`src/rtl/if_fetch_unit.sv`:
```
// Instruction-fetch stage: issues in-order req/gnt fetches at i_PC, queues responses,
// and hands instructions to decode via valid/ready. A flush drains in-flight responses.
module if_fetch_unit #(
  parameter int NBITS = 32,
  parameter int DEPTH = 4
) (
  input  logic                     i_clk,
  input  logic                     i_reset,
  input  logic [NBITS-1:0]         i_PC,
  input  logic [NBITS-1:0]         i_PC_4,
  output logic                     o_pc_stall,
  output logic                     o_imem_req,
  output logic [NBITS-1:0]         o_imem_addr,
  input  logic                     i_imem_gnt,
  input  logic                     i_imem_rvalid,
  input  logic [NBITS-1:0]         i_imem_rdata,
  output logic                     o_valid,
  input  logic                     i_ready,
  output logic [NBITS-1:0]         o_instr,
  output logic [NBITS-1:0]         o_instr_pc_4,
  input  logic                     i_flush,
  output logic                     o_dbg_state,
  output logic [$clog2(DEPTH):0]   o_dbg_alloc_cnt,
  output logic [$clog2(DEPTH):0]   o_dbg_drop_cnt
);
  // Handshakes: a fetch is accepted when o_imem_req & i_imem_gnt; an instruction is
  // consumed when o_valid & i_ready (never during a flush cycle).
  localparam int PTRW = $clog2(DEPTH);
  localparam logic [PTRW:0] FULL_CNT = (PTRW+1)'(DEPTH);

  typedef enum logic {ST_RUN = 1'b0, ST_DRAIN = 1'b1} state_t;

  state_t            state_q, state_d;
  logic [PTRW:0]     wptr_q, wptr_d, fptr_q, fptr_d, rptr_q, rptr_d;
  logic [PTRW:0]     drop_q, drop_d;
  logic [PTRW:0]     alloc_cnt, inflight;
  logic [NBITS-1:0]  pc4_q   [DEPTH];
  logic [NBITS-1:0]  instr_q [DEPTH];
  logic [DEPTH-1:0]  filled_q;
  logic [PTRW-1:0]   widx, fidx, ridx;
  logic              in_run, flush_run, fill_ok, fill, accept, pop;

  assign alloc_cnt = wptr_q - rptr_q;
  assign inflight  = wptr_q - fptr_q;
  assign widx      = wptr_q[PTRW-1:0];
  assign fidx      = fptr_q[PTRW-1:0];
  assign ridx      = rptr_q[PTRW-1:0];
  // A response with nothing outstanding is a protocol error and is ignored.
  assign fill_ok   = i_imem_rvalid & (inflight != '0);

  always_ff @(posedge i_clk or negedge i_reset) begin
    if (!i_reset) begin
      state_q <= ST_RUN;
      drop_q  <= '0;
    end else begin
      state_q <= state_d;
      drop_q  <= drop_d;
    end
  end

  always_comb begin : fsm_next
    state_d = state_q;
    drop_d  = drop_q;
    case (state_q)
      ST_RUN: begin
        if (i_flush) begin
          drop_d  = inflight - {{PTRW{1'b0}}, fill_ok};
          state_d = (drop_d != '0) ? ST_DRAIN : ST_RUN;
        end
      end
      ST_DRAIN: begin
        if (i_imem_rvalid) begin
          drop_d = drop_q - 1'b1;
          if (drop_q == {{PTRW{1'b0}}, 1'b1}) state_d = ST_RUN;
        end
      end
      default: state_d = ST_RUN;
    endcase
  end

  always_comb begin : fsm_out
    in_run     = (state_q == ST_RUN);
    flush_run  = in_run & i_flush;
    o_imem_req = i_reset & in_run & ~i_flush & (alloc_cnt < FULL_CNT);
    o_valid    = in_run & filled_q[ridx] & (alloc_cnt != '0);
  end

  assign accept       = o_imem_req & i_imem_gnt;
  assign pop          = o_valid & i_ready & ~i_flush;
  assign fill         = in_run & ~i_flush & fill_ok;
  assign o_pc_stall   = ~accept;
  assign o_imem_addr  = i_PC;
  assign o_instr      = instr_q[ridx];
  assign o_instr_pc_4 = pc4_q[ridx];

  assign o_dbg_state     = state_q;
  assign o_dbg_alloc_cnt = alloc_cnt;
  assign o_dbg_drop_cnt  = drop_q;

  always_comb begin : ptr_next
    wptr_d = wptr_q + {{PTRW{1'b0}}, accept};
    fptr_d = fptr_q + {{PTRW{1'b0}}, fill};
    rptr_d = rptr_q + {{PTRW{1'b0}}, pop};
    if (flush_run) begin
      wptr_d = '0;
      fptr_d = '0;
      rptr_d = '0;
    end
  end

  always_ff @(posedge i_clk or negedge i_reset) begin
    if (!i_reset) begin
      wptr_q <= '0;
      fptr_q <= '0;
      rptr_q <= '0;
    end else begin
      wptr_q <= wptr_d;
      fptr_q <= fptr_d;
      rptr_q <= rptr_d;
    end
  end

  // Allocate, fill and pop always target distinct slots, so their order here is irrelevant.
  always_ff @(posedge i_clk or negedge i_reset) begin
    if (!i_reset) begin
      filled_q <= '0;
      for (int i = 0; i < DEPTH; i++) begin
        pc4_q[i]   <= '0;
        instr_q[i] <= '0;
      end
    end else if (flush_run) begin
      filled_q <= '0;
    end else begin
      if (accept) begin
        pc4_q[widx]    <= i_PC_4;
        filled_q[widx] <= 1'b0;
      end
      if (fill) begin
        instr_q[fidx]  <= i_imem_rdata;
        filled_q[fidx] <= 1'b1;
      end
      if (pop) filled_q[ridx] <= 1'b0;
    end
  end

endmodule

```
`config.mk`:
```
export PLATFORM = sky130hd
export DESIGN_NAME = if_fetch_unit
export DESIGN_NICKNAME = d
export VERILOG_FILES = /design/src/rtl/if_fetch_unit.sv
export SDC_FILE = /design/constraint.sdc
export NUM_CORES = 1
export LEC_CHECK = 0
export BUFFER_PORTS_ARGS = -buffer_cell sky130_fd_sc_hd__clkbuf_2
export CORE_MARGIN = 2
export CORE_UTILIZATION = 40
export CTS_CLUSTER_DIAMETER = 30
export CTS_CLUSTER_SIZE = 20
export DETAILED_ROUTE_END_ITERATION = 10
export PLACE_DENSITY = 0.66
export SLEW_MARGIN = 15
export SYNTH_ARGS = -nofsm -noshare
export SYNTH_HDL_FRONTEND = slang
export SYNTH_SLANG_ARGS = --single-unit
```
`constraint.sdc`:
```
create_clock -name i_clk -period 4.9 [get_ports i_clk]
set_clock_uncertainty 0.05 [all_clocks]
set_input_delay 0.49 -clock i_clk [delete_from_list [all_inputs] [get_ports i_clk]]
set_output_delay 0.49 -clock i_clk [all_outputs]
set_load 0.05 [all_outputs]
```
==> results by group <==
STA
  • Setup Viol. Count Final: 0
  • Tcrit/Tclk final: 0.748
  • Hold Violations, Final: 0
  • Worst slew pin tran: 1.09 ns
  • RSZ-0062 raised after global routing: false
  • Minimum clock period: 3.67 ns
  • Max Clk Rate: 273 MHz
  • Final setup margin: 1.23 ns
  • Pins Over Slew Limit: 0
  • Slew headroom: 0.274
  • Setup tns final: 0 ns

Yosys
  • Synthesized Nets: 890
  • Post-synthesis register bit count: 273
  • Cell area after synthesis: 12,600 um2
  • Synthesized area per cell: 16.2 um2
  • Asr flop ratio synth: 1.00
  • Gate Count Post-Synth: 774
  • EDFF count, synth: 0
  • Post-synth cell types: 47
  • Sequential fraction of the synthesis area: 0.543
  • Yosys warnings: 0
  • Main synth FF type: dfrtp_1

Die
  • Core area: 30,700 um2
  • Chip width: 181 um
  • Initial core utilization: 0.409
  • Die area: 32,900 um2
  • Site row count: 64
  • Die span in y: 181 um
  • Ports: 208

GRT
  • Largest net degree at the start of global routing: 160
  • Gr ovfl total: 0
  • Tot GR Track Use: 0.170
  • Vias in the first global route: 8,157
  • Initial antenna violation count: 1
  • Global-route wire length before repair: 44,200 um

Worst setup path
  • Reg2Reg Setup Slack: 1.45 ns
  • Crit Path Class: reg -> out
  • CP required: 4.36 ns
  • Critical-path top delay cell: dfrtp_4
  • Worst Setup SP: rptr_q[0]
  • Critical path endpoint category: output pin
  • CP cell instances: ha_1 -> fa_1 -> xor3_1 -> o31ai_1 -> nor2_1 -> clkbuf_2
  • Reg2reg start: rptr_q[0]
  • Register-to-Register Path Depth: 6
  • CP peak stage delay: 0.72 ns
  • Crit path DAT: 3.13 ns
  • End point of the critical path: o_valid
  • Setup crit start kind: flop
  • Critical path fanouts, max: 33
  • R2r endpoint: pc4_q[100]

Clock tree
  • CTS max path bufs: 3
  • # clock sinks: 273
  • H-tree depth: 3
  • Clk_lat worst skew: 0.55 ns
  • Clock slew at reported path FFs: 0.04 ns
  • Num CTS Buffers: 72
  • Root buffer cell: clkbuf_16
  • CTS tree: built
  • Setup bufs post-CTS: 0

Route
  • Antenna Violating Nets Remaining: 0
  • DRC: 0
  • Routed vias: 7,201
  • DRT iter0 DRCs: 319
  • Drt via density: 5.23
  • TritonRoute pass-1 iters: 4
  • Detailed Route WL: 26,800 um
  • DR WL/cell: 19.4 um

Finish
  • Commonest non-fill, non-tap cell in the layout: dfrtp_1
  • Area delta synth->final: 28.8%
  • Final instance area: 16,200 um2
  • Ant. Diodes: 0
  • Storage element area: 6840 um2
  • Layout cells sized above 1: 0.619
  • Final nets: 1,041
  • Most frequent cells in the layout: 271 x dfrtp_1, 225 x mux2_2, 142 x clkbuf_2
  • Fill count: 2,567
  • Multi-input gate area: 5250 um2

Power
  • Overall power: 11.5 mW
  • Static leakage: 7.75 nW
  • Maximum vdd drop: 0.397 mV
  • Power Density: 709 nW/um2

Hold path
  • Hold Path Class: in -> reg

Placed design
  • PortBufs: 143
  • DP HPWL: 15,800 um
  • DP Worst Slack: 1.42 ns
  • Cell Area, Placed: 13,400 um2
  • Gpl congestion: 0.743

Flow run
  • Max_cap viols: 0

Outcome
  • Status: finished clean
Yosys cell counts (2+ instances only):
cell | instances | area share
xnor2_1 | 4 | 0.0028
mux4_2 | 65 | 0.12
nor2b_1 | 7 | 0.0035
nor2_1 | 9 | 0.0027
ha_1 | 12 | 0.012
inv_1 | 9 | 0.0027
xor3_1 | 2 | 0.0038
nor3_1 | 4 | 0.0016
o31ai_1 | 4 | 0.0024
fa_1 | 2 | 0.0032
a221oi_1 | 4 | 0.0028
buf_8 | 3 | 0.0036
nor4bb_1 | 2 | 0.0016
mux2_1 | 2 | 0.0018
o211a_1 | 2 | 0.0016
clkbuf_1 | 13 | 0.0039
o211ai_1 | 3 | 0.0018
o21ai_0 | 3 | 0.0012
a21oi_1 | 2 | 0.00080
nand2_1 | 8 | 0.0024
nand4b_1 | 2 | 0.0014
o211ai_2 | 2 | 0.0020
buf_4 | 33 | 0.020
buf_2 | 28 | 0.011
mux2_4 | 30 | 0.036
nor4b_1 | 2 | 0.0014
mux2_2 | 225 | 0.20
dfrtp_1 | 273 | 0.54
worst max-delay path, delay by kind of cell (launching register included):
kind | cells | cell delay [ns]
compound gates | 1 | 0.17
xor+xnor | 1 | 0.54
fa+ha+maj | 2 | 0.68
buf+inv | 1 | 0.33
flops | 1 | 0.72
simple gates | 1 | 0.13
cells by family (layout without fill, tap and decap cells):
kind of cell	count (synthesis)	count (layout)	synth area share
multiplexers	323	323	0.356
flip-flops	273	273	0.543
buffers and inverters	88	296	0.0422
AND/OR/NAND/NOR	45	45	0.0208
AO/OA/AOI/OAI	24	24	0.0151
adder cells (fa/ha/maj)	14	14	0.0151
XOR/XNOR	7	7	0.00726
sequential cells by signal, indices dropped and copies added (netlist names):
name and cells:
rptr_q 3, filled_q 4, pc4_q 128, wptr_q 3, o_dbg_drop_cnt 3, instr_q 128, fptr_q 3, o_dbg_state 1
cell type report:
| class | instances | area share |
|---|---|---|
| Clock buffer | 91 | 0.123 |
| Clock inverter | 40 | 0.0459 |
| Inverter | 9 | 0.00209 |
| Multi-Input combinational cell | 413 | 0.324 |
| Sequential cell | 273 | 0.422 |
| Tap cell | 396 | 0.0306 |
| Timing Repair Buffer | 156 | 0.0518 |
layer usage:
layer,share of wire,GRT usage
met1,0.43,0.216
met2,0.48,0.267
met3,0.072,0.0613
met4,0.022,0.0624
met5,0.00041,0
per-stage QoR:
step | utilization | hold slack, ns | cells
finish | 0.527 | 0.169 | 1378
global route | 0.527 | 0.150 | 1378
CTS | 0.527 | 0.142 | 1378
detailed placement | 0.437 | 0.363 | 1246
global placement | 0.437 | 0.366 | 1246
floorplan | - | 0.144 | 774
power breakdown:
part	switching, mW	internal [mW]
Sequential	0.352	2.91
Clock	1.39	3.86
Combinational	1.78	1.19
Total	3.52	7.96
worst min path at each step:
stage,start,end,cells after the start
floorplan,i_reset,filled_q[0],0
global placement,i_reset,pc4_q[126],1
detailed placement,i_reset,pc4_q[126],1
CTS,i_imem_rdata[31],instr_q[127],2
global route,i_imem_rdata[1],instr_q[97],2
finish,i_imem_rdata[1],instr_q[33],2
timing repair:
action                                 CTS  global route
setup endpoints to repair                0             0
endpoints found under the hold margin   40             0
resized for setup                        0             0
hold buffers                             1             0
No activity file was read; power rests on OpenSTA's default activity.
